==> src/rtl/nibble_sub_pkg.sv <==
`default_nettype none
// ============================================================================
// Module : nibble_sub_pkg
// Brief  : Shared state encoding and nibble width for the serial subtractor.
// Rev    : 1.0
// ============================================================================
package nibble_sub_pkg;

  localparam int NIBBLE_W = 4;

  typedef enum logic [1:0] {
    IDLE = 2'd0,
    RUN  = 2'd1,
    DONE = 2'd2
  } state_t;

endpackage : nibble_sub_pkg
`default_nettype wire

==> src/rtl/subtractor_4_bit.sv <==
`default_nettype none
// ============================================================================
// Module : subtractor_4_bit
// Brief  : 4-bit ripple-borrow subtractor, z = x - y - bi, bo = borrow out.
// Rev    : 1.0
// ============================================================================
module subtractor_4_bit
  import nibble_sub_pkg::*;
(
  input  logic [NIBBLE_W-1:0] x_i,
  input  logic [NIBBLE_W-1:0] y_i,
  input  logic                bi_i,
  output logic [NIBBLE_W-1:0] z_o,
  output logic                bo_o
);

  logic [NIBBLE_W:0] w_b;

  assign w_b[0] = bi_i;

  for (genvar i = 0; i < NIBBLE_W; i++) begin : g_bit
    assign z_o[i]   = x_i[i] ^ y_i[i] ^ w_b[i];
    assign w_b[i+1] = (~x_i[i] & y_i[i]) | (~(x_i[i] ^ y_i[i]) & w_b[i]);
  end

  assign bo_o = w_b[NIBBLE_W];

endmodule : subtractor_4_bit
`default_nettype wire

==> src/rtl/nibble_serial_subtractor.sv <==
`default_nettype none
// ============================================================================
// Module : nibble_serial_subtractor
// Brief  : Multi-nibble subtractor sequencing one shared 4-bit stage LSB->MSB.
// Rev    : 1.0
// ============================================================================
module nibble_serial_subtractor
  import nibble_sub_pkg::*;
#(
  parameter int NIBBLES = 4
) (
  input  logic                    clk,
  input  logic                    rst_n,
  input  logic                    in_valid,
  output logic                    in_ready,
  input  logic [4*NIBBLES-1:0]    in_x,
  input  logic [4*NIBBLES-1:0]    in_y,
  input  logic                    in_bi,
  output logic                    out_valid,
  input  logic                    out_ready,
  output logic [4*NIBBLES-1:0]    out_diff,
  output logic                    out_bo,
  output logic                    out_zero,
  output logic                    busy
);

  localparam int W     = NIBBLE_W * NIBBLES;
  localparam int IDX_W = (NIBBLES > 1) ? $clog2(NIBBLES) : 1;
  localparam logic [IDX_W-1:0] IDX_LAST = IDX_W'(NIBBLES - 1);

  state_t             state_q, state_d;
  logic [W-1:0]       x_q, x_d;
  logic [W-1:0]       y_q, y_d;
  logic [W-1:0]       diff_q, diff_d;
  logic               borrow_q, borrow_d;
  logic [IDX_W-1:0]   idx_q, idx_d;

  logic [NIBBLE_W-1:0] w_x_nib;
  logic [NIBBLE_W-1:0] w_y_nib;
  logic [NIBBLE_W-1:0] w_z_nib;
  logic                w_bo;

  assign w_x_nib = x_q[NIBBLE_W*idx_q +: NIBBLE_W];
  assign w_y_nib = y_q[NIBBLE_W*idx_q +: NIBBLE_W];

  subtractor_4_bit u_sub (
    .x_i  (w_x_nib),
    .y_i  (w_y_nib),
    .bi_i (borrow_q),
    .z_o  (w_z_nib),
    .bo_o (w_bo)
  );

  always_ff @(posedge clk or negedge rst_n) begin
    if (!rst_n) begin
      state_q  <= IDLE;
      x_q      <= '0;
      y_q      <= '0;
      diff_q   <= '0;
      borrow_q <= 1'b0;
      idx_q    <= '0;
    end else begin
      state_q  <= state_d;
      x_q      <= x_d;
      y_q      <= y_d;
      diff_q   <= diff_d;
      borrow_q <= borrow_d;
      idx_q    <= idx_d;
    end
  end

  always_comb begin
    state_d  = state_q;
    x_d      = x_q;
    y_d      = y_q;
    diff_d   = diff_q;
    borrow_d = borrow_q;
    idx_d    = idx_q;
    unique case (state_q)
      IDLE: begin
        if (in_valid) begin
          x_d      = in_x;
          y_d      = in_y;
          borrow_d = in_bi;
          idx_d    = '0;
          state_d  = RUN;
        end
      end
      RUN: begin
        diff_d[NIBBLE_W*idx_q +: NIBBLE_W] = w_z_nib;
        borrow_d = w_bo;
        // idx wraps to 0 on the last nibble so it never exceeds NIBBLES-1.
        if (idx_q == IDX_LAST) begin
          idx_d   = '0;
          state_d = DONE;
        end else begin
          idx_d = idx_q + IDX_W'(1);
        end
      end
      DONE: begin
        if (out_ready) begin
          state_d = IDLE;
        end
      end
      default: state_d = IDLE;
    endcase
  end

  assign in_ready  = (state_q == IDLE);
  assign out_valid = (state_q == DONE);
  assign busy      = (state_q != IDLE);
  assign out_diff  = diff_q;
  assign out_bo    = borrow_q;
  assign out_zero  = (diff_q == '0);

endmodule : nibble_serial_subtractor
`default_nettype wire

==> config.mk <==
export PLATFORM = sky130hd
export DESIGN_NAME = nibble_serial_subtractor
export DESIGN_NICKNAME = d
export VERILOG_FILES = /design/src/rtl/nibble_sub_pkg.sv /design/src/rtl/subtractor_4_bit.sv /design/src/rtl/nibble_serial_subtractor.sv
export SDC_FILE = /design/constraint.sdc
export NUM_CORES = 1
export LEC_CHECK = 0
export CAP_MARGIN = 10
export CORE_ASPECT_RATIO = 2
export CORE_MARGIN = 1
export CORE_UTILIZATION = 45
export DETAILED_ROUTE_END_ITERATION = 7
export PLACE_DENSITY = 0.74
export SETUP_SLACK_MARGIN = 0.2
export SLEW_MARGIN = 10
export SYNTH_ARGS = -nofsm -noshare
export SYNTH_HDL_FRONTEND = slang
export SYNTH_SLANG_ARGS = --single-unit
==> constraint.sdc <==
create_clock -name clk -period 7.8 [get_ports clk]
set_input_delay 1.17 -clock clk [delete_from_list [all_inputs] [get_ports clk]]
set_output_delay 1.17 -clock clk [all_outputs]
set_load 0.01 [all_outputs]
==> out/metrics.csv <==
stage;metric;value;unit
layout;most common cell after layout, fill and taps aside;clkdlybuf4s50_1;
die;row count;39;
routing;Starting DRT DRC Count;23;
synth;ys flop type;dfrtp_1;
setup_path;Crit path arrival time;3.61;ns
clock_network;Skew-Pair Late Insertion Delay;0.29;ns
synth;syn_area_per_cell;14.4;um2
die;Die Y;110;um
clock_network;clk slew on worst S/H paths;0.06;ns
die;Core Region;5660;um2
setup_path;delay of the slowest cell on the worst path;0.62;ns
synth;Mapped Area;2630;um2
global_routing;largest net degree at the start of global routing;54;
routing;vias per cell;5.64;
placed_design;HPWL after DPL;3.97;mm
global_routing;first-pass GRT wire length;8.65;mm
setup_path;CP endpoint kind;register;
sta;fin crit share;0.434;
routing;wire per inst;17.3;um
sta;unrepaired setup endpoints after global routing;false;
synth;biggest area consumer among synthesized cells;dfrtp_1;
setup_path;Slowest-stage cell, CP;dfrtp_1;
sta;max-slew violations;0;
global_routing;vias in the first global route;1823;
sta;Fin Setup TNS;0;ns
die;DIE WIDTH;56.0;um
layout;share of cells above drive strength 1;0.233;
clock_network;CTS tree;built;
synth;sequential fraction of the synthesis area;0.505;
clock_network;# resized after CTS;0;
placed_design;Post-Place Cells;294;
clock_network;CTS sink count;53;
layout;fin cells;301;
global_routing;grt ovf;0;
routing;DRC errors left;0;
synth;ranking of synthesized cells by area;dfrtp_1, mux2_2, mux4_2;
synth;simple-gate portion of the synthesized area;0.103;
hold_path;Hold Crit Class;register to register;
die;initial core utilization;0.464;
setup_path;Critical Path RT;8.02;ns
routing;WL final;5.22;mm
placed_design;Place WS;4.44;ns
synth;Yosys Warn Count;0;
sta;Worst Clk Skew;0.00420;ns
synth;synth unique cells;29;
run;max_cap viols;0;
setup_path;WP buf/inv;3;
synth;adder-cell share of the synthesized area;0.0590;
layout;layout net count;287;
layout;antenna cells;0;
synth;Synth top area share;0.505;
synth;Seq cells post-synth;53;
routing;DRT Pass-1 Iters;4;
routing;post-route ant nets;0;
sta;Final setup viols;0;
clock_network;root buf cell;clkbuf_16;
power;Static Leak;0.00143;uW
synth;mux share of post-synthesis cell area;0.223;
die;I/O pins;58;
synth;number of synthesized flops with an enable pin;0;
synth;largest family of logic cells by synthesized area;multiplexers;
placed_design;port bufs;57;
run_status;status;finished, final reports clean;
clock_network;post-CTS setup buffer count;0;
routing;total number of vias;1698;
setup_path;critical path's most frequent cell;fa_1;
layout;commonest cells after routing, fill and taps aside;clkdlybuf4s50_1, dfrtp_1, mux2_2;
clock_network;CTS Buf Count;5;
sta;Final WS setup;4.41;ns
sta;worst slew pin tran;1.20;ns
layout;Area Growth Syn to Fin;28.5;%
setup_path;Crit Path Class;register to register;
power;Pwr per Cell Area;455;nW/um2
clock_network;maximum root-to-sink buffer count;2;
global_routing;All-Layer GR Usage;0.185;
global_routing;antenna violations before repair;0;
synth;syn_nets;230;
synth;Synth Area in Compound Gates;0.0643;
clock_network;cts-stage hold buffer count;0;
placed_design;GP Congestion;0.816;
setup_path;family with the most delay on the worst path;adder cells;
sta;Tmin final;3.39;ns
synth;Gate Count Post-Synth;183;
layout;fillers;454;
sta;worst rel slew slack;0.199;
setup_path;CP Cell Sequence;buf_4 > mux4_2 > fa_1 > inv_1 > fa_1 > fa_1 > inv_1 > fa_1 > nor4bb_1 > mux2_2;
synth;asr flop ratio synth;1.00;
synth;Post-Synth XOR/XNOR Area;0;
setup_path;largest fanout on the critical path;12;
sta;maximum clock rate;0.295;GHz
setup_path;CP Launch Type;register;
sta;Final Hold Fails;0;
power;maximum vdd drop;0.283;mV
clock_network;CTS H-tree lvls;2;
die;full die area;6170;um2
-- synth_stat cells, types with 2 or more instances --
library cell and number:
and4b_1 2, nor2b_1 9, a32o_1 12, mux4_2 8
clkbuf_1 2, nand3b_1 3, ha_1 6, nor4bb_1 2
nor3b_2 2, mux2_1 2, inv_1 12, buf_6 3
mux2_2 34, buf_4 4, a22o_1 3, dfrtp_1 53
nor2_1 2, nand2b_1 2, nor4_1 4, fa_1 4
and2_1 6
-- final timing paths --
check,start,to,slack [ns],depth (start not counted)
max in group asynchronous,rst_n,idx_q[1],6.36,2
min reg2reg,y_q[14],y_q[14],0.49,1
min in group asynchronous,rst_n,x_q[2],0.99,2
max,idx_q[0],out_diff[7],4.41,10
min,y_q[14],y_q[14],0.49,1
max reg2reg,idx_q[0],out_diff[7],4.41,10
-- per-stage QoR --
| stage | total power [uW] | hold slack, ns | cell area [um2] | util |
|---|---|---|---|---|
| 3_5_place_dp | 1310 | 0.482 | 3220 | 0.568 |
| 5_1_grt | 1650 | 0.525 | 3380 | 0.596 |
| 4_1_cts | 1550 | 0.498 | 3380 | 0.596 |
| 2_1_floorplan | 1040 | 0.453 | 2630 | - |
| 3_3_place_gp | 1290 | 0.469 | 3220 | 0.568 |
| 6_report | 1540 | 0.494 | 3380 | 0.596 |
-- cell families (layout without fill, tap and decap cells) --
| group | Yosys count | after routing |
|---|---|---|
| buf+inv | 22 | 79 |
| simple gates | 36 | 36 |
| compound gates | 18 | 18 |
| flops | 53 | 53 |
| fa+ha+maj | 10 | 10 |
| mux | 44 | 44 |
-- worst register-to-register path: cells and delay by family, from the launching register on --
kind | cells | cell delay (ns)
buffers and inverters | 3 | 0.42
muxes | 2 | 0.76
DFF | 1 | 0.62
and+or+nand+nor | 1 | 0.30
adders and majority gates | 4 | 1.25
-- layout make-up --
class                   count  area [um2]  area share
well taps                  61        76.3      0.0226
multi-input cells         108        1180       0.350
flip-flops and latches     53        1330       0.393
inverters                  12        45.0      0.0133
repair buffers             60         588       0.174
clock inverters             2        35.0      0.0104
clock buffers               5         125      0.0371
-- sequential cells by signal, indices dropped and copies added (netlist names) --
signal / flops
out_diff: 16
x_q: 16
y_q: 16
idx_q: 2
state_q: 2
out_bo: 1
-- power by group --
group	total, uW	internal (uW)	switching (uW)
clock	241	149	91.7
combinational	788	433	355
sequential	506	401	105
-- layer usage --
layer	share of wire	vias up	track usage
met5	0	-	0
met4	0.028	0	0.0958
met3	0.025	11	0.0268
met2	0.57	46	0.338
met1	0.38	858	0.207
li1	-	783	-
Power figures use the tool's default switching activity.
